## src/rtl/operand_gen.sv

```systemverilog
// Operand-pair stimulus generator: two 32-bit Galois LFSRs feed A/B over a valid/ready handshake,
// NUM_OPS pairs per start request. Define OPERAND_GEN_CORNER_EN to prefix each burst with corner pairs.
module operand_gen #(
   parameter int          WIDTH   = 32,
   parameter int          NUM_OPS = 16,
   parameter logic [31:0] SEED_A  = 32'h0000_0001,
   parameter logic [31:0] SEED_B  = 32'h0000_ACE1
) (
   input  logic             clk,
   input  logic             rst,
   input  logic             start,
   output logic [WIDTH-1:0] A,
   output logic [WIDTH-1:0] B,
   output logic             valid,
   input  logic             ready,
   output logic             busy,
   output logic             done,
   output logic [31:0]      count
);

   localparam logic [31:0] POLY       = 32'h8020_0003;
   localparam logic [31:0] SEED_A_EFF = (SEED_A == 32'd0) ? 32'd1 : SEED_A;
   localparam logic [31:0] SEED_B_EFF = (SEED_B == 32'd0) ? 32'd1 : SEED_B;

   typedef enum logic [1:0] {S_IDLE, S_PRESENT, S_DONE} state_e;

   state_e           state_q;
   logic [31:0]      lfsr_a_q, lfsr_b_q, lfsr_a_d, lfsr_b_d;
   logic [31:0]      count_q, count_d;
   logic [WIDTH-1:0] a_q, b_q, a_d, b_d, a_start, b_start;
   logic             valid_q, busy_q, done_q;
   logic             last_xfer;

   function automatic logic [31:0] lfsr_step(input logic [31:0] r);
      return (r >> 1) ^ (r[0] ? POLY : 32'd0);
   endfunction

`ifdef OPERAND_GEN_CORNER_EN
   localparam logic [31:0] N_CORNER = 32'd4;

   function automatic logic [2*WIDTH-1:0] corner_pair(input logic [1:0] idx);
      logic [WIDTH-1:0] ones;
      logic [WIDTH-1:0] one;
      logic [WIDTH-1:0] msb;
      ones = '1;
      one  = WIDTH'(1);
      msb  = one << (WIDTH - 1);
      case (idx)
         2'd0:    return '0;
         2'd1:    return {ones, one};
         2'd2:    return {ones, ones};
         default: return {msb, msb};
      endcase
   endfunction
`endif

   always_comb begin
      count_d   = count_q + 32'd1;
      last_xfer = (count_d == 32'(NUM_OPS));
`ifdef OPERAND_GEN_CORNER_EN
      // Corner pairs occupy the first slots of the burst; LFSRs advance only past LFSR pairs.
      lfsr_a_d = (count_q >= N_CORNER) ? lfsr_step(lfsr_a_q) : lfsr_a_q;
      lfsr_b_d = (count_q >= N_CORNER) ? lfsr_step(lfsr_b_q) : lfsr_b_q;
      if (count_d < N_CORNER) begin
         {a_d, b_d} = corner_pair(count_d[1:0]);
      end else begin
         {a_d, b_d} = {lfsr_a_d[WIDTH-1:0], lfsr_b_d[WIDTH-1:0]};
      end
      {a_start, b_start} = corner_pair(2'd0);
`else
      lfsr_a_d = lfsr_step(lfsr_a_q);
      lfsr_b_d = lfsr_step(lfsr_b_q);
      a_d      = lfsr_a_d[WIDTH-1:0];
      b_d      = lfsr_b_d[WIDTH-1:0];
      a_start  = SEED_A_EFF[WIDTH-1:0];
      b_start  = SEED_B_EFF[WIDTH-1:0];
`endif
   end

   // NOTE: reset is synchronous (checked inside the clocked block) and all state uses <= only.
   always_ff @(posedge clk) begin
      if (!rst) begin
         state_q  <= S_IDLE;
         lfsr_a_q <= SEED_A_EFF;
         lfsr_b_q <= SEED_B_EFF;
         count_q  <= '0;
         a_q      <= '0;
         b_q      <= '0;
         valid_q  <= 1'b0;
         busy_q   <= 1'b0;
         done_q   <= 1'b0;
      end else begin
         case (state_q)
            S_IDLE, S_DONE: begin
               if (start) begin
                  state_q  <= S_PRESENT;
                  lfsr_a_q <= SEED_A_EFF;
                  lfsr_b_q <= SEED_B_EFF;
                  count_q  <= '0;
                  a_q      <= a_start;
                  b_q      <= b_start;
                  valid_q  <= 1'b1;
                  busy_q   <= 1'b1;
                  done_q   <= 1'b0;
               end
            end
            S_PRESENT: begin
               // valid is always high here, so ready alone marks a transfer.
               if (ready) begin
                  count_q  <= count_d;
                  lfsr_a_q <= lfsr_a_d;
                  lfsr_b_q <= lfsr_b_d;
                  if (last_xfer) begin
                     state_q <= S_DONE;
                     valid_q <= 1'b0;
                     busy_q  <= 1'b0;
                     done_q  <= 1'b1;
                  end else begin
                     a_q <= a_d;
                     b_q <= b_d;
                  end
               end
            end
            default: state_q <= S_IDLE;
         endcase
      end
   end

   assign A     = a_q;
   assign B     = b_q;
   assign valid = valid_q;
   assign busy  = busy_q;
   assign done  = done_q;
   assign count = count_q;

endmodule

```

## config.mk

```make
export PLATFORM = sky130hd
export DESIGN_NAME = operand_gen
export DESIGN_NICKNAME = d
export VERILOG_FILES = /design/src/rtl/operand_gen.sv
export SDC_FILE = /design/constraint.sdc
export NUM_CORES = 1
export LEC_CHECK = 0
export ABC_AREA = 1
export CELL_PAD_IN_SITES_DETAIL_PLACEMENT = 0
export CELL_PAD_IN_SITES_GLOBAL_PLACEMENT = 1
export CORE_ASPECT_RATIO = 1.1
export CORE_UTILIZATION = 38
export CTS_CLUSTER_DIAMETER = 50
export DETAILED_ROUTE_END_ITERATION = 10
export HOLD_SLACK_MARGIN = 0.02
export PLACE_DENSITY_LB_ADDON = 0.15
export SLEW_MARGIN = 10
export SYNTH_ARGS = -nofsm -noshare
export SYNTH_HDL_FRONTEND = slang
export SYNTH_SLANG_ARGS = --single-unit
```

## constraint.sdc

```tcl
create_clock -name clk -period 3.95 [get_ports clk]
set_clock_uncertainty 0.1 [all_clocks]
set_input_delay 0.79 -clock clk [delete_from_list [all_inputs] [get_ports clk]]
set_output_delay 0.79 -clock clk [all_outputs]
set_load 0.02 [all_outputs]
```

==> impl_metrics.yaml <==
die:
  die_w_um: 140
  start_util: 0.388
  dieArea_um2: 21500
  core_um2: 20500
  die_y_um: 154
  io-pin-count: 103
  rows: 55
global_routing:
  grt_pass1_vias: 7092
  grt_pass1_wl_um: 35500
  grt_overflow: 0
  antenna_found_initial: 0
  grt_max_degree: 74
  grt_usage: 0.204
logic_synthesis:
  syn_avg_cell_area_um2: 6.35
  synth_seq_cells: 164
  netlist_top_cells_area: "dfxtp_1 41%, nand2_1 22%, inv_1 7.0%"
  yosysTopAreaCellShare: 0.413
  yosysSeqAreaShare: 0.413
  synth_area_um2: 7950
  synth-async-reset-ratio: 0
  yosys.area.top_type: "dfxtp_1"
  ys_types: 30
  synth_edf_count: 0
  synthFlopType: "dfxtp_1"
  synth_fp_nets: 1258
  yosys_warnings: 0
  netlist_instances: 1252
worst_setup_path:
  endpoint_kind: "flop"
  critPathArrivalTime_ns: 3.23
  cp_max_fo: 61
  critical_path_class: "reg -> reg"
  required_ns: 4.16
  critPathLaunchType: "flop"
layout:
  num_antenna_cells: 0
  drive_above_1_share: 0.0528
  area_growth_pct: 22.3
  layout_common_cells: "467 x nand2_1, 164 x dfxtp_1, 148 x inv_1, 136 x nor2_1, 101 x clkdlybuf4s50_1"
  seq_area_um2: 3280
  final_cell_area_um2: 9720
  nets: 1320
  multi_input_area_um2: 3810
  num-fill-cells: 2191
  final_common_cell: "nand2_1"
clocking:
  ctsRootBufferMaster: "clkbuf_16"
  cts_tree: "yes"
  path_clk_slew_ns: 0.07
  cts_setup_buffers: 0
  cts_buffers: 17
  clockBufferDepth: 2
  cts_resized: 0
  insertion_delay_ns: 0.43
  numClockSinks: 164
  htreeDepth: 4
  ctsHoldBuffers: 0
timing:
  setup_tns_ns: 0
  drv_slew: 0
  hold_viol_final: 0
  max_clock_freq_mhz: 331
  rsz0062_at_grt: "false"
  fin_crit_ns: 3.02
  fin_crit_sh: 0.764
  holdWs_ns: 0.361
  relSlewSlack: 0.489
  finalSetupViolations: 0
  worstMarginPinSlew_ns: 0.767
worst_hold_path:
  min_path_type: "reg -> reg"
place:
  numPortBuffers: 102
  globalplace.congestion: 0.847
  placed_cell_area_um2: 9140
  hpwl_um: 13300
power:
  leakagePower_uw: 0.00410
  ir_worst_vdd_uv: 348
  power.density_nw_per_um2: 410
route:
  drtIter0Drc: 417
  avgRoutedWirePerCell_um: 13.3
  drc: 0
  vias: 7512
  firstDrtPassIters: 6
  routed_via_density: 4.75
  ant_nets: 0
  drt_wl_total_um: 21000
status:
  status: "finished clean"
job:
  drv_cap: 0
==> area by class of cell <==
cell class                 instances  share of cell area
clock buffer                      18              0.0452
clock inverter                    14              0.0143
inverter                         155              0.0598
multi-input combinational        862               0.392
sequential                       164               0.338
tap                              256              0.0329
timing repair buffer             114               0.118
==> flip-flops by register name, summed over array words and instances (netlist names) <==
register / cells
A: 32
B: 32
busy: 1
count: 32
done: 1
lfsr_a_q: 32
lfsr_b_q: 32
state_q: 2
==> worst max-delay path: stages, from the launching register on <==
cell,delay [ns]
dfxtp_1,0.45
ha_1,0.26
nand2_2,0.08
nor2_4,0.19
nand2_1,0.16
nor2_1,0.21
nand2_1,0.07
nand2_1,0.12
nor2_1,0.06
nand3_1,0.09
nor2_1,0.07
nand4_2,0.11
buf_4,0.54
nand4_1,0.21
nand2_1,0.12
nor2_1,0.04
==> power breakdown <==
| group | switching, uW | total (uW) | internal (uW) |
|---|---|---|---|
| Clock | 774 | 1630 | 853 |
| Sequential | 47.5 | 1780 | 1730 |
| Combinational | 364 | 580 | 216 |
==> kinds of logic after synthesis <==
family,Yosys count,synth area share
simple gates,733,0.388
buf+inv,226,0.110
flops,164,0.413
compound gates,121,0.0793
xor+xnor,6,0.00661
fa+ha+maj,2,0.00315
==> routing by layer <==
metal  up-vias  track usage  wire length, um
li1       4019            -                -
met1      3348        0.266            10300
met2       118        0.341             9700
met3        27       0.0315              543
met4         0       0.0743              437
met5         -            0                0
==> cells in the mapped netlist (5+ instances only) <==
| library cell | instances |
|---|---|
| o21ai_1 | 5 |
| inv_1 | 148 |
| buf_1 | 6 |
| nand4_1 | 67 |
| nand2_1 | 469 |
| o21ai_0 | 9 |
| nand3b_1 | 15 |
| nor3_1 | 5 |
| nor2_1 | 138 |
| clkbuf_1 | 56 |
| inv_2 | 6 |
| nand3_1 | 22 |
| xor2_1 | 5 |
| o211ai_1 | 9 |
| a21oi_1 | 97 |
| dfxtp_1 | 164 |
| buf_2 | 5 |
==> per-stage QoR <==
stage,utilization,cells,total power [uW],worst slack (ns)
final,0.474,1583,3990,0.931
after global routing,0.474,1583,4180,0.613
after CTS,0.474,1583,4040,0.858
after detailed placement,0.446,1551,2400,0.890
after global placement,0.446,1551,2400,0.869
after floorplan,-,1252,2190,1.32
==> final timing paths <==
path	start	end	slack (ns)	cells past startpoint
setup / recovery	count[1]$_SDFFE_PN0P_	B[16]$_SDFFE_PN0P_	0.93	15
hold reg to reg	lfsr_b_q[8]$_SDFFE_PN0P_	lfsr_b_q[8]$_SDFFE_PN0P_	0.36	2
hold / removal	lfsr_b_q[8]$_SDFFE_PN0P_	lfsr_b_q[8]$_SDFFE_PN0P_	0.36	2
setup reg to reg	count[1]$_SDFFE_PN0P_	B[16]$_SDFFE_PN0P_	0.93	15
Note: power is estimated with default switching activity, not from simulation.
